**src/rtl/i2s_slave_rx_deser_if.sv**
```systemverilog
// Signal bundle between the I2S receiver and its surroundings: pad-level I2S
// inputs, FIFO/control strobes, and the FIFO, DMA, interrupt and debug outputs.
interface i2s_slave_rx_deser_if #(
  parameter int DATA_WIDTH = 16,
  parameter int FIFO_DEPTH = 8
);
  localparam int LW = $clog2(FIFO_DEPTH) + 1;

  logic                    I2S_CLK_i;
  logic                    I2S_WS_CLK_i;
  logic                    I2S_DIN_i;
  logic                    I2S_En_i;
  logic                    Fifo_Flush_i;
  logic                    Rx_Pop_i;
  logic                    Ovfl_Clr_i;
  logic [2*DATA_WIDTH-1:0] Rx_Data_o;
  logic                    Rx_Empty_o;
  logic [LW-1:0]           Rx_Level_o;
  logic                    Rx_Ovfl_o;
  logic                    SDMA_Req_I2S_o;
  logic                    I2S_RX_Intr_o;
  logic [7:0]              rx_debug_o;

  modport master (
    output I2S_CLK_i, I2S_WS_CLK_i, I2S_DIN_i, I2S_En_i,
           Fifo_Flush_i, Rx_Pop_i, Ovfl_Clr_i,
    input  Rx_Data_o, Rx_Empty_o, Rx_Level_o, Rx_Ovfl_o,
           SDMA_Req_I2S_o, I2S_RX_Intr_o, rx_debug_o
  );

  modport slave (
    input  I2S_CLK_i, I2S_WS_CLK_i, I2S_DIN_i, I2S_En_i,
           Fifo_Flush_i, Rx_Pop_i, Ovfl_Clr_i,
    output Rx_Data_o, Rx_Empty_o, Rx_Level_o, Rx_Ovfl_o,
           SDMA_Req_I2S_o, I2S_RX_Intr_o, rx_debug_o
  );
endinterface

```
**src/rtl/i2s_slave_rx_deser.sv**
```systemverilog
// Oversampled I2S slave receiver: deserializes stereo pairs into a FWFT FIFO
// that drives the DMA request and RX interrupt. Define I2S_RX_DBG_EN for rx_debug_o.
module i2s_slave_rx_deser #(
  parameter int DATA_WIDTH = 16,
  parameter int FIFO_DEPTH = 8,
  parameter int DMA_THRESH = 4
) (
  input  logic                 WB_CLK,
  input  logic                 WB_RST_n,
  i2s_slave_rx_deser_if.slave  bus
);
  localparam int AW = $clog2(FIFO_DEPTH);
  localparam int LW = AW + 1;
  localparam int CW = $clog2(DATA_WIDTH + 1);

  typedef enum logic [1:0] {
    IDLE = 2'd0,
    SYNC = 2'd1,
    RUN  = 2'd2
  } state_t;

  // [0], [1] synchronize; [2] is the history stage
  logic [2:0] sck_q, ws_q, din_q;
  logic       sck_rise;

  always_ff @(posedge WB_CLK or negedge WB_RST_n) begin
    if (!WB_RST_n) begin
      sck_q <= '0;
      ws_q  <= '0;
      din_q <= '0;
    end else begin
      sck_q <= {sck_q[1:0], bus.I2S_CLK_i};
      ws_q  <= {ws_q[1:0],  bus.I2S_WS_CLK_i};
      din_q <= {din_q[1:0], bus.I2S_DIN_i};
    end
  end

  assign sck_rise = sck_q[1] & ~sck_q[2];

  // WS/DIN are taken one stage later than SCK so they were settled before the edge
  logic smp_valid, smp_ws, smp_din;

  always_ff @(posedge WB_CLK or negedge WB_RST_n) begin
    if (!WB_RST_n) begin
      smp_valid <= 1'b0;
      smp_ws    <= 1'b0;
      smp_din   <= 1'b0;
    end else begin
      smp_valid <= sck_rise;
      if (sck_rise) begin
        smp_ws  <= ws_q[2];
        smp_din <= din_q[2];
      end
    end
  end

  state_t                  state;
  logic                    ws_prev;
  logic [DATA_WIDTH-1:0]   shift;
  logic [CW-1:0]           cnt;
  logic [DATA_WIDTH-1:0]   left_hold;
  logic                    push_req;
  logic [2*DATA_WIDTH-1:0] push_data;

  logic                    boundary;
  logic                    cnt_full;
  logic [CW-1:0]           nbits;
  logic [DATA_WIDTH-1:0]   word_raw;
  logic [DATA_WIDTH-1:0]   word;

  // Closing word: boundary LSB joins unless saturated, then left-justify short words
  always_comb begin
    boundary = smp_valid & (smp_ws != ws_prev);
    cnt_full = (cnt >= CW'(DATA_WIDTH));
    word_raw = {shift[DATA_WIDTH-2:0], smp_din};
    nbits    = cnt + CW'(1);
    if (cnt_full) begin
      word_raw = shift;
      nbits    = CW'(DATA_WIDTH);
    end
    word = word_raw << (CW'(DATA_WIDTH) - nbits);
  end

  always_ff @(posedge WB_CLK or negedge WB_RST_n) begin
    if (!WB_RST_n) begin
      state     <= IDLE;
      ws_prev   <= 1'b0;
      shift     <= '0;
      cnt       <= '0;
      left_hold <= '0;
      push_req  <= 1'b0;
      push_data <= '0;
    end else begin
      push_req <= 1'b0;
      if (smp_valid) ws_prev <= smp_ws;
      if (!bus.I2S_En_i) begin
        state     <= IDLE;
        shift     <= '0;
        cnt       <= '0;
        left_hold <= '0;
      end else begin
        case (state)
          IDLE: begin
            state     <= SYNC;
            shift     <= '0;
            cnt       <= '0;
            left_hold <= '0;
          end
          SYNC: begin
            if (boundary && ws_prev) begin
              state <= RUN;
              shift <= '0;
              cnt   <= '0;
            end
          end
          RUN: begin
            if (boundary) begin
              shift <= '0;
              cnt   <= '0;
              if (!ws_prev) begin
                left_hold <= word;
              end else begin
                push_req  <= 1'b1;
                push_data <= {left_hold, word};
              end
            end else if (smp_valid && !cnt_full) begin
              shift <= {shift[DATA_WIDTH-2:0], smp_din};
              cnt   <= cnt + CW'(1);
            end
          end
          default: state <= IDLE;
        endcase
      end
    end
  end

  logic [2*DATA_WIDTH-1:0] mem [FIFO_DEPTH];
  logic [AW-1:0]           wr_ptr, rd_ptr;
  logic [LW-1:0]           level;
  logic                    ovfl, dma_req, intr;
  logic                    empty, full, do_push, do_pop, drop;

  always_comb begin
    empty   = (level == '0);
    full    = (level == LW'(FIFO_DEPTH));
    do_pop  = bus.Rx_Pop_i & ~empty;
    do_push = push_req & (~full | do_pop);
    drop    = push_req & full & ~do_pop;
  end

  always_ff @(posedge WB_CLK or negedge WB_RST_n) begin
    if (!WB_RST_n) begin
      for (int unsigned i = 0; i < FIFO_DEPTH; i++) mem[i] <= '0;
      wr_ptr  <= '0;
      rd_ptr  <= '0;
      level   <= '0;
      ovfl    <= 1'b0;
      dma_req <= 1'b0;
      intr    <= 1'b0;
    end else begin
      if (bus.Fifo_Flush_i) begin
        wr_ptr <= '0;
        rd_ptr <= '0;
        level  <= '0;
      end else begin
        if (do_push) begin
          mem[wr_ptr] <= push_data;
          wr_ptr      <= wr_ptr + AW'(1);
        end
        if (do_pop) rd_ptr <= rd_ptr + AW'(1);
        if (do_push && !do_pop)      level <= level + LW'(1);
        else if (!do_push && do_pop) level <= level - LW'(1);
      end
      // A new overflow outranks a simultaneous clear
      if (drop && !bus.Fifo_Flush_i) ovfl <= 1'b1;
      else if (bus.Ovfl_Clr_i)       ovfl <= 1'b0;
      dma_req <= (level >= LW'(DMA_THRESH));
      intr    <= (level >= LW'(DMA_THRESH)) & ~dma_req;
    end
  end

  assign bus.Rx_Data_o      = mem[rd_ptr];
  assign bus.Rx_Empty_o     = empty;
  assign bus.Rx_Level_o     = level;
  assign bus.Rx_Ovfl_o      = ovfl;
  assign bus.SDMA_Req_I2S_o = dma_req;
  assign bus.I2S_RX_Intr_o  = intr;

`ifdef I2S_RX_DBG_EN
  logic [3:0] dbg_cnt;
  always_comb dbg_cnt = (32'(cnt) > 15) ? 4'hF : 4'(cnt);
  assign bus.rx_debug_o = {state, ws_q[2], sck_rise, dbg_cnt};
`else
  assign bus.rx_debug_o = 8'h00;
`endif

endmodule

```
**src/flat_wrapper.sv**
```systemverilog
// flat-port wrapper written by rule: the top's interface ports become plain ports
module i2s_slave_rx_deser_flat 
#(
  parameter int DATA_WIDTH = 16,
  parameter int FIFO_DEPTH = 8,
  parameter int DMA_THRESH = 4
)
  (WB_CLK, WB_RST_n, bus_I2S_CLK_i, bus_I2S_WS_CLK_i, bus_I2S_DIN_i, bus_I2S_En_i, bus_Fifo_Flush_i, bus_Rx_Pop_i, bus_Ovfl_Clr_i, bus_Rx_Data_o, bus_Rx_Empty_o, bus_Rx_Level_o, bus_Rx_Ovfl_o, bus_SDMA_Req_I2S_o, bus_I2S_RX_Intr_o, bus_rx_debug_o);
  i2s_slave_rx_deser_if #(.DATA_WIDTH(DATA_WIDTH), .FIFO_DEPTH(FIFO_DEPTH)) bus_i ();
  input  logic WB_CLK;
  input  logic WB_RST_n;
  input wire logic [$bits(bus_i.I2S_CLK_i)-1:0] bus_I2S_CLK_i;
  input wire logic [$bits(bus_i.I2S_WS_CLK_i)-1:0] bus_I2S_WS_CLK_i;
  input wire logic [$bits(bus_i.I2S_DIN_i)-1:0] bus_I2S_DIN_i;
  input wire logic [$bits(bus_i.I2S_En_i)-1:0] bus_I2S_En_i;
  input wire logic [$bits(bus_i.Fifo_Flush_i)-1:0] bus_Fifo_Flush_i;
  input wire logic [$bits(bus_i.Rx_Pop_i)-1:0] bus_Rx_Pop_i;
  input wire logic [$bits(bus_i.Ovfl_Clr_i)-1:0] bus_Ovfl_Clr_i;
  output wire logic [$bits(bus_i.Rx_Data_o)-1:0] bus_Rx_Data_o;
  output wire logic [$bits(bus_i.Rx_Empty_o)-1:0] bus_Rx_Empty_o;
  output wire logic [$bits(bus_i.Rx_Level_o)-1:0] bus_Rx_Level_o;
  output wire logic [$bits(bus_i.Rx_Ovfl_o)-1:0] bus_Rx_Ovfl_o;
  output wire logic [$bits(bus_i.SDMA_Req_I2S_o)-1:0] bus_SDMA_Req_I2S_o;
  output wire logic [$bits(bus_i.I2S_RX_Intr_o)-1:0] bus_I2S_RX_Intr_o;
  output wire logic [$bits(bus_i.rx_debug_o)-1:0] bus_rx_debug_o;
  assign bus_i.I2S_CLK_i = bus_I2S_CLK_i;
  assign bus_i.I2S_WS_CLK_i = bus_I2S_WS_CLK_i;
  assign bus_i.I2S_DIN_i = bus_I2S_DIN_i;
  assign bus_i.I2S_En_i = bus_I2S_En_i;
  assign bus_i.Fifo_Flush_i = bus_Fifo_Flush_i;
  assign bus_i.Rx_Pop_i = bus_Rx_Pop_i;
  assign bus_i.Ovfl_Clr_i = bus_Ovfl_Clr_i;
  assign bus_Rx_Data_o = bus_i.Rx_Data_o;
  assign bus_Rx_Empty_o = bus_i.Rx_Empty_o;
  assign bus_Rx_Level_o = bus_i.Rx_Level_o;
  assign bus_Rx_Ovfl_o = bus_i.Rx_Ovfl_o;
  assign bus_SDMA_Req_I2S_o = bus_i.SDMA_Req_I2S_o;
  assign bus_I2S_RX_Intr_o = bus_i.I2S_RX_Intr_o;
  assign bus_rx_debug_o = bus_i.rx_debug_o;
  i2s_slave_rx_deser #(.DATA_WIDTH(DATA_WIDTH), .FIFO_DEPTH(FIFO_DEPTH), .DMA_THRESH(DMA_THRESH)) u_core (.WB_CLK(WB_CLK), .WB_RST_n(WB_RST_n), .bus(bus_i));
endmodule
```
**config.mk**
```make
export PLATFORM = sky130hd
export DESIGN_NAME = i2s_slave_rx_deser_flat
export DESIGN_NICKNAME = d
export VERILOG_FILES = /design/src/rtl/i2s_slave_rx_deser_if.sv /design/src/rtl/i2s_slave_rx_deser.sv /design/src/flat_wrapper.sv
export SDC_FILE = /design/constraint.sdc
export NUM_CORES = 1
export LEC_CHECK = 0
export BUFFER_PORTS_ARGS = -buffer_cell sky130_fd_sc_hd__buf_4
export CORE_MARGIN = 2
export CORE_UTILIZATION = 30
export DETAILED_ROUTE_END_ITERATION = 8
export GPL_TIMING_DRIVEN = 1
export PLACE_DENSITY_LB_ADDON = 0.1
export SYNTH_ARGS = -nofsm -noshare
export SYNTH_HDL_FRONTEND = slang
export SYNTH_SLANG_ARGS = --single-unit
```
**constraint.sdc**
```tcl
create_clock -name WB_CLK -period 2.19 [get_ports WB_CLK]
set_clock_uncertainty 0.1 [all_clocks]
set_input_delay 0.219 -clock WB_CLK [delete_from_list [all_inputs] [get_ports WB_CLK]]
set_output_delay 0.219 -clock WB_CLK [all_outputs]
set_load 0.005 [all_outputs]
```
==> qor.yml, run 1 <==
logic_synthesis:
  async_flop_share_pct: 100
  synth.top_cell.area_share_pct: 54.1
  ys_seq_area_share_pct: 54.1
  yosysMostFrequentCell: "dfrtp_1"
  syn-instance-count: 1136
  synth_edf_count: 0
  yosys_most_used_dff: "dfrtp_1"
  synth_common_cells: "dfrtp_1, mux2_2, nand2_1, mux4_2, clkbuf_1"
  avgSynthCellArea_um2: 14.4
  syn-cell-area_um2: 16400
  synthesis.yosys.warnings: 0
  yosys.area.top_type: "dfrtp_1"
  ys_ff_latch: 354
  synth_cell_types: 65
  yosys-top-cells-area: "dfrtp_1, mux2_2, mux4_2"
setup_path:
  crit_type: "reg -> out"
  cp.required_ps: 1870
  crit_slowest_cell: "dfrtp_4"
  rr_worst_depth: 8
  cp-start-kind: "flip-flop"
  critPathTopFamily: "multiplexers"
  cp-startpoint: "u_core.rd_ptr[0]"
  r2r-start: "u_core.bus.Rx_Level_o[1]"
  slowest_delay_ps: 490
  arrival_ps: 2310
  crit_top_cell: "buf_12"
  end_kind: "output pin"
  crit_fanout: 5
  cp_cell_sequence: "buf_12 > buf_12 > buf_16 > mux4_2 > mux2_4 > buf_6"
  reg2reg_slack_ps: -80
  worstSetupPathDepth: 6
  crit_buf_inv: 4
clocking:
  cts_sinks: 354
  clock_latency_ps: 570
  clkTransAtPathRegs_ps: 50
  clockRootBuffer: "clkbuf_16"
  cts_tree: "done"
  cts_made_buffers: 43
  htreeDepth: 2
  clockBufferDepth: 3
floorplanning:
  row_count: 85
  io_pins: 57
  dieArea_um2: 56500
  initial_core_util_pct: 30.4
  coreArea_um2: 53900
  die_w_um: 238
  die_h_um: 238
cells_and_area:
  n_fill_cell: 5077
  design_area_um2: 21000
  n_antenna_cell: 0
  fin_cells: 2019
  layout-drive-gt1-share_pct: 49.3
  final_net_count: 1311
  layout-area-overhead-vs-synth_pct: 28.4
drt:
  dr.pass1.iters: 5
  vias: 10023
  avgRoutedWirePerCell_um: 22.8
  drtIter0Drc: 584
  routed_wl_mm: 46.0
  via_per_inst: 4.96
  drc_errors: 0
  ant_nets: 0
placement:
  place_area_um2: 18600
  port_buffers: 48
  routabilityCongestion: 0.801
  dp_hpwl_mm: 27.8
  dp.cells: 1904
timing:
  period_needed_ps: 2630
  fmax_ghz: 0.381
  setup_violations: 115
  relSlewSlack_pct: 64.2
  period_share_pct: 120
  hold_viol: 0
  maxSlewViolCount: 0
  worst_slew_pin_slew_ps: 537
  fin_setup_tns_ps: -15800
  rsz0062_at_grt: "true"
  layout_setup_ws_ps: -437
worst_hold_path:
  min_from: "bus_Rx_Pop_i"
  worstHoldPathCells: 5
  hp-class: "in -> reg"
power:
  p_leak_nw: 9.69
  vdd_ir_drop_max_uv: 508
  power_mw: 16.3
  powerDensity_nw_per_um2: 774
global_routing:
  antenna_found_initial: 0
  first_global_vias: 10700
  grt_start_max_net_pins: 60
  grt_usage_pct: 15.9
  grt_overflow: 0
  grt_pass1_wl_mm: 68.2
outcome:
  outcome: "finished with violations"
  violations: "negative setup slack"
flow_run:
  maxCapViolCount: 0
[tightest hold or removal path: stages]
cell     delay [ps]
buf_4            90
nor2_2           40
nand3_2          70
buf_4           110
o32ai_1          90
[through the flow]
step                utilization (%)  hold slack [ps]  setup WS (ps)
floorplan                         -             -177          -92.7
global placement               34.5             73.7          -9.33
detailed placement             34.5             78.5          -36.4
CTS                            37.7             12.4           -500
global route                   39.0             23.4           -524
finish                         39.0             23.5           -437
[state kept, by name, indices dropped and copies added, names as in the netlist]
name,cells
u_core.push_data,32
u_core.mem,256
u_core.smp_valid,1
u_core.din_q,3
u_core.bus.Rx_Level_o,4
u_core.ws_q,3
u_core.push_req,1
u_core.smp_ws,1
u_core.smp_din,1
u_core.left_hold,16
u_core.ws_prev,1
u_core.sck_q,3
u_core.wr_ptr,3
u_core.bus.Rx_Ovfl_o,1
u_core.rd_ptr,3
u_core.state,2
u_core.cnt,5
u_core.shift,16
u_core.bus.I2S_RX_Intr_o,1
u_core.bus.SDMA_Req_I2S_o,1
[layout make-up]
class | count | area [um2] | share of cell area [%]
Sequential cell | 354 | 8870 | 42.2
Inverter | 12 | 45.0 | 0.214
Multi-Input combinational cell | 693 | 7460 | 35.5
Timing Repair Buffer | 191 | 2450 | 11.6
Tap cell | 696 | 871 | 4.14
Clock buffer | 58 | 1220 | 5.81
Clock inverter | 15 | 104 | 0.494
[timing repair]
action | CTS | global route
hold buffers | 7 | 0
cloned | 4 | 16
setup endpoints to repair | 42 | 235
setup buffers | 8 | 9
pin swaps | 1 | 11
resized for setup | 32 | 73
endpoints found under the hold margin | 373 | 0
[routing by layer]
layer | global-route usage [%] | wire length [um] | part of all wire (%)
met5 | 0 | 0 | 0
met4 | 4.33 | 999 | 2.2
met3 | 2.86 | 1470 | 3.2
met2 | 25.4 | 21700 | 47
met1 | 22.1 | 21900 | 48
[placed cells by master (no fill, tap or decap), types with 6 or more instances in the layout]
master / instances
a21oi_1: 14
a22o_1: 28
buf_12: 44
buf_4: 96
buf_6: 22
clkbuf_1: 6
clkbuf_16: 58
clkbuf_8: 9
clkinv_2: 13
conb_1: 8
dfrtp_1: 345
dfrtp_2: 7
dlygate4sd3_1: 7
inv_1: 10
mux2_2: 179
mux2_4: 111
mux2i_1: 18
mux4_2: 70
nand2_1: 90
nor2_1: 23
nor2b_1: 11
nor3_1: 6
o21ai_0: 23
[worst paths after layout]
path | to
min | u_core.bus.Rx_Ovfl_o
min reg2reg | u_core.ws_q[2]
max in group asynchronous | u_core.mem[9]
max reg2reg | u_core.mem[164]
max | bus_Rx_Data_o[16]
min in group asynchronous | u_core.mem[251]
[power breakdown]
part           switching [mW]  internal, mW
combinational            1.21          1.47
sequential              0.130          6.64
clock                    2.83          4.00
[cell families after synthesis]
logic type               synth area share [%]
XOR/XNOR                                0.535
AO/OA/AOI/OAI                            5.03
flip-flops                               54.1
other                                  0.0229
buffers and inverters                    3.03
adder cells (fa/ha/maj)                 0.581
AND/OR/NAND/NOR                          5.10
multiplexers                             31.6
No activity file was read; power rests on OpenSTA's default activity.
==> inputs of run 2 (changes only) <==
- CTS_BUF_LIST: unset -> sky130_fd_sc_hd__clkbuf_4 sky130_fd_sc_hd__clkbuf_8
==> qor.yml, run 2 (synthesis gave the netlist of run 1 again) <==
outcome:
  outcome: "finished with violations"  # unchanged
  violations: "negative setup slack"  # unchanged
setup_path:
  r2r_end: "u_core.bus.Rx_Level_o[3]"  # was u_core.mem[164]
  end_kind: "output pin"  # unchanged
  reg2reg_slack_ps: -140  # was -80 ps
  crit_type: "reg -> out"  # unchanged
  r2r-start: "u_core.bus.Rx_Level_o[0]"  # was u_core.bus.Rx_Level_o[1]
  crit_top_cell: "buf_12"  # unchanged
  crit_fanout: 5  # unchanged
  cp_cell_sequence: "buf_12 > buf_12 > buf_16 > mux4_2 > mux2_4 > buf_6"  # unchanged
  slowest_delay_ps: 500  # was 490 ps
  arrival_ps: 2390  # was 2310 ps
  cp.required_ps: 1870  # about the same
  crit_slowest_cell: "dfrtp_4"  # unchanged
  rr_worst_depth: 10  # was 8
  cp-start-kind: "flip-flop"  # unchanged
floorplanning:
  io_pins: 57  # unchanged
  row_count: 85  # unchanged
  dieArea_um2: 56500  # unchanged
  initial_core_util_pct: 30.4  # unchanged
  die_w_um: 238  # unchanged
  die_h_um: 238  # unchanged
  coreArea_um2: 53900  # unchanged
placement:
  routabilityCongestion: 0.801  # unchanged
  dp_hpwl_mm: 27.8  # unchanged
  place_area_um2: 18600  # unchanged
  dp.cells: 1904  # unchanged
  port_buffers: 48  # unchanged
cells_and_area:
  design_area_um2: 21100  # was 21000 um2
  largest_register_ffs: 256  # unchanged
  post-route-util_pct: 39.1  # was 39.0%
  final_common_cell: "dfrtp_1"  # unchanged
  layout-drive-gt1-share_pct: 51.5  # was 49.3%
  fin_cells: 2070  # was 2019
  n_antenna_cell: 0  # unchanged
  final_net_count: 1339  # was 1311
  largest-register: "u_core.mem"  # unchanged
  n_fill_cell: 5102  # was 5077
  layout_common_cells: "dfrtp_1, mux2_2, mux2_4"  # unchanged
  layout-area-overhead-vs-synth_pct: 28.7  # was 28.4%
  top_regs: "u_core.mem (256), u_core.push_data (32)"  # unchanged
clocking:
  clockRootBuffer: "clkbuf_8"  # was clkbuf_16
  cts_sinks: 354  # unchanged
  clkTransAtPathRegs_ps: 60  # was 50 ps
  clock_latency_ps: 630  # was 570 ps
  clockBufferDepth: 3  # unchanged
  cts_tree: "done"  # unchanged
  htreeDepth: 3  # was 2
  cts_made_buffers: 69  # was 43
drt:
  drtIter0Drc: 580  # was 584
  vias: 10135  # was 10023
  dr.pass1.iters: 5  # unchanged
  drc_errors: 0  # unchanged
  ant_nets: 0  # unchanged
  routed_wl_mm: 45.5  # was 46.0 mm
  via_per_inst: 4.90  # was 4.96
  avgRoutedWirePerCell_um: 22.0  # was 22.8 um
power:
  p_leak_nw: 9.77  # was 9.69 nW
  vdd_ir_drop_max_uv: 356  # was 508 uV
  powerDensity_nw_per_um2: 773  # was 774 nW/um2
global_routing:
  grt_start_max_net_pins: 60  # unchanged
  grt_overflow: 0  # unchanged
  first_global_vias: 11083  # was 10700
  antenna_found_initial: 0  # unchanged
  grt_pass1_wl_mm: 69.9  # was 68.2 mm
  grt_usage_pct: 16.3  # was 15.9%
timing:
  period_share_pct: 124  # was 120%
  worst_slew_pin_slew_ps: 535  # was 537 ps
  fmax_ghz: 0.369  # was 0.381 GHz
  maxSlewViolCount: 0  # unchanged
  setup_violations: 61  # was 115
  relSlewSlack_pct: 64.3  # was 64.2%
  period_needed_ps: 2710  # was 2630 ps
  layout_setup_ws_ps: -519  # was -437 ps
  rsz0062_at_grt: "true"  # unchanged
  hold_viol: 0  # unchanged
flow_run:
  maxCapViolCount: 0  # unchanged
worst_hold_path:
  hp-class: "in -> async"  # was in -> reg
## run 2: cell count changes in the layout (fill, tap and decap cells not counted), moves of 4 or more
| cell | before | now |
|---|---|---|
| clkbuf_1 | 6 | 0 |
| clkbuf_8 | 9 | 82 |
| clkbuf_16 | 58 | 5 |
| buf_6 | 22 | 18 |
| buf_16 | 4 | 8 |
| buf_4 | 96 | 104 |
| mux2_4 | 111 | 107 |
| clkbuf_4 | 0 | 35 |
| clkinv_2 | 13 | 2 |
| mux2_2 | 179 | 183 |
## run 2: final cells by class
class                           count  area [um2]  area share [%]
Tap cell                          696         871            4.13
Clock buffer                      117        1390            6.60
Sequential cell                   354        8870            42.1
Clock inverter                      5        37.5           0.178
Timing Repair Buffer              193        2390            11.3
Multi-Input combinational cell    693        7460            35.4
Inverter                           12        45.0           0.214
## run 2: power breakdown
part | total [mW] | internal, mW | switching (mW)
combinational | 2.67 | 1.46 | 1.21
clock | 6.84 | 3.98 | 2.86
sequential | 6.76 | 6.65 | 0.115
## run 2: through the flow
step	setup TNS, ps	hold slack [ps]	power, mW	worst slack, ps
6_report	-16420	19.8	16.3	-519
5_1_grt	-22740	40.2	17.1	-596
4_1_cts	-18530	1.45	16.6	-589
3_5_place_dp	-75.9	78.5	8.93	-36.4
3_3_place_gp	-13.7	73.7	8.93	-9.33
2_1_floorplan	-2670	-177	7.99	-92.7
## run 2: worst max-delay path by stage
stage | startpoint | endpoint | slack (ps) | cells after the start
3_3_place_gp | u_core.bus.Rx_Level_o[2] | u_core.bus.Rx_Level_o[3] | -9 | 10
5_1_grt | u_core.rd_ptr[0] | bus_Rx_Data_o[11] | -600 | 6
4_1_cts | u_core.rd_ptr[0] | bus_Rx_Data_o[11] | -590 | 6
3_5_place_dp | u_core.cnt[0] | u_core.left_hold[12] | -40 | 6
6_report | u_core.rd_ptr[0] | bus_Rx_Data_o[16] | -520 | 6
2_1_floorplan | u_core.bus.Rx_Level_o[3] | u_core.bus.Rx_Level_o[3] | -90 | 10
## run 2: worst max-delay path: cells and delay by family (launching register included)
family | cells | cell delay (ps)
flip-flops | 1 | 500
multiplexers | 2 | 710
buffers and inverters | 4 | 550
## run 2: repair_timing
item	CTS	global route
resized for setup	35	65
hold buffers	9	0
gates cloned	10	5
endpoints found under the setup margin	61	151
setup buffers	14	8
hold endpoints to repair	373	0
pin swaps	5	3
## run 2: routing by layer
metal | wire (um) | part of all wire [%] | track usage (%) | up-vias
li1 | - | - | - | 4575
met1 | 21200 | 47 | 22.4 | 5330
met2 | 21900 | 48 | 26.4 | 157
met3 | 1460 | 3.2 | 2.71 | 73
met4 | 858 | 1.9 | 5.11 | 0
met5 | 0 | 0 | 0 | -
==> inputs of run 3 (changes only) <==
- CORE_UTILIZATION: 30 -> 58
==> qor.yml, run 3 (synthesis gave the netlist of run 1 again) <==
global_routing:
  first_global_vias: 10452  # was 11083
  antenna_found_initial: 0  # unchanged
  grt_usage_pct: 25.9  # was 16.3%
  grt_pass1_wl_mm: 59.0  # was 69.9 mm
  grt_start_max_net_pins: 67  # was 60
  grt_overflow: 0  # unchanged
cells_and_area:
  post-route-util_pct: 74.4  # was 39.1%
  final_common_cell: "dfrtp_1"  # unchanged
  top_regs: "u_core.mem (256), u_core.push_data (32)"  # unchanged
  layout_common_cells: "dfrtp_1, mux2_4, mux2_2"  # was dfrtp_1, mux2_2, mux2_4
  n_antenna_cell: 0  # unchanged
  layout-drive-gt1-share_pct: 51.2  # was 51.5%
  final_net_count: 1321  # was 1339
  layout-area-overhead-vs-synth_pct: 26.1  # was 28.7%
  largest_register_ffs: 256  # unchanged
  largest-register: "u_core.mem"  # unchanged
setup_path:
  cp.required_ps: 1870  # about the same
  end_kind: "output pin"  # unchanged
  slowest_delay_ps: 490  # was 500 ps
  cp_cell_sequence: "buf_12 > clkbuf_16 > mux4_2 > mux2_4 > buf_6"  # was buf_12 > buf_12 > buf_16 > mux4_2 > mux2_4 > buf_6
  crit_fanout: 7  # was 5
  reg2reg_slack_ps: -260  # was -140 ps
  rr_worst_depth: 8  # was 10
  cp-startpoint: "u_core.rd_ptr[0]"  # unchanged
  crit_type: "reg -> out"  # unchanged
  r2r-start: "u_core.bus.Rx_Level_o[3]"  # was u_core.bus.Rx_Level_o[0]
  r2r_end: "u_core.mem[254]"  # was u_core.bus.Rx_Level_o[3]
  crit_slowest_cell: "mux4_2"  # was dfrtp_4
  cp-start-kind: "flip-flop"  # unchanged
  arrival_ps: 2260  # was 2390 ps
timing:
  period_needed_ps: 2580  # was 2710 ps
  relSlewSlack_pct: 51.1  # was 64.3%
  layout_setup_ws_ps: -391  # was -519 ps
  period_share_pct: 118  # was 124%
  maxSlewViolCount: 0  # unchanged
  setup_violations: 161  # was 61
  fmax_ghz: 0.387  # was 0.369 GHz
  worst_slew_pin_slew_ps: 731  # was 535 ps
  whs_ps: 86.8  # was 19.8 ps
  rsz0062_at_grt: "true"  # unchanged
  hold_viol: 0  # unchanged
clocking:
  clkTransAtPathRegs_ps: 60  # about the same
  htreeDepth: 2  # was 3
  clockRootBuffer: "clkbuf_8"  # unchanged
  cts_tree: "done"  # unchanged
  clockBufferDepth: 3  # unchanged
  cts_made_buffers: 57  # was 69
  cts_sinks: 354  # unchanged
  clock_latency_ps: 580  # was 630 ps
floorplanning:
  io_pins: 57  # unchanged
  dieArea_um2: 29600  # was 56500 um2
  die_w_um: 172  # was 238 um
  coreArea_um2: 27800  # was 53900 um2
  initial_core_util_pct: 58.9  # was 30.4%
  row_count: 61  # was 85
  die_h_um: 172  # was 238 um
drt:
  dr.pass1.iters: 5  # unchanged
  avgRoutedWirePerCell_um: 22.9  # was 22.0 um
  routed_wl_mm: 39.6  # was 45.5 mm
  ant_nets: 0  # unchanged
  vias: 10302  # was 10135
  drtIter0Drc: 659  # was 580
  via_per_inst: 5.96  # was 4.90
  drc_errors: 0  # unchanged
placement:
  port_buffers: 48  # unchanged
  dp_hpwl_mm: 22.4  # was 27.8 mm
  routabilityCongestion: 0.915  # was 0.801
worst_hold_path:
  hp-class: "in -> async"  # unchanged
flow_run:
  maxCapViolCount: 0  # unchanged
power:
  p_leak_nw: 9.67  # was 9.77 nW
  powerDensity_nw_per_um2: 746  # was 773 nW/um2
  vdd_ir_drop_max_uv: 581  # was 356 uV
outcome:
  outcome: "finished with violations"  # unchanged
  violations: "negative setup slack"  # unchanged
[run 3: cell count changes in the layout (fill, tap and decap cells not counted), sizes merged]
cell	delta
buf	-8
inv	-2
clkbuf	-17
dlygate4sd3	-1
bufinv	+2
clkinv	+2
[run 3: where the power goes]
group          internal (mW)  leakage [nW]  switching, mW
registers               6.64          4.90         0.0878
clock network           3.63         0.685           2.55
logic                   1.34          4.08           1.16
total                   11.6          9.67           3.80
[run 3: worst max-delay path: cells and delay by family (launching register included)]
family,cells,cell delay [ps]
buffers and inverters,3,460
DFF,1,440
muxes,2,780
[run 3: worst max-delay path by stage]
stage          cells past startpoint                       end
2_1_floorplan                     10  u_core.bus.Rx_Level_o[3]
3_3_place_gp                       6           u_core.mem[100]
3_5_place_dp                      10  u_core.bus.Rx_Level_o[3]
4_1_cts                            5         bus_Rx_Data_o[31]
5_1_grt                            5          bus_Rx_Data_o[5]
6_report                           5         bus_Rx_Data_o[22]
[run 3: per-layer routing]
metal	global-route usage, %	vias up	share of wire, %
li1	-	4553	-
met1	37.6	5416	44
met2	40.8	255	48
met3	4.07	78	4.3
met4	8.07	0	2.9
met5	0	-	0
[run 3: repair_timing]
item                       4_1_cts  5_1_grt
cloned                           5       10
setup endpoints to repair       72      238
hold buffers                     8        0
pin swaps                        2        7
resized for setup               43      144
hold endpoints to repair       343        0
buffers inserted                17       12
[run 3: cell type report]
cell class / count / area [um2]
inverters: 12 / 48.8
fillers: 1762 / 7130
clock buffers: 97 / 1180
flip-flops and latches: 354 / 8870
clock inverters: 7 / 91.3
repair buffers: 187 / 2310
well taps: 378 / 473
multi-input cells: 693 / 7670
[run 3: stage by stage]
| stage | area, um2 | power [mW] | setup TNS, ps | cells | setup WS (ps) |
|---|---|---|---|---|---|
| finish | 20700 | 15.4 | -27030 | 1728 | -391 |
| detailed placement | 18000 | 8.82 | -418 | 1575 | -30.2 |
| global placement | 18000 | 8.80 | 0 | 1575 | 4.80 |
| global route | 20700 | 16.1 | -32810 | 1728 | -449 |
| floorplan | 16600 | 7.99 | -2670 | 1143 | -92.7 |
| CTS | 19800 | 15.3 | -22130 | 1708 | -428 |
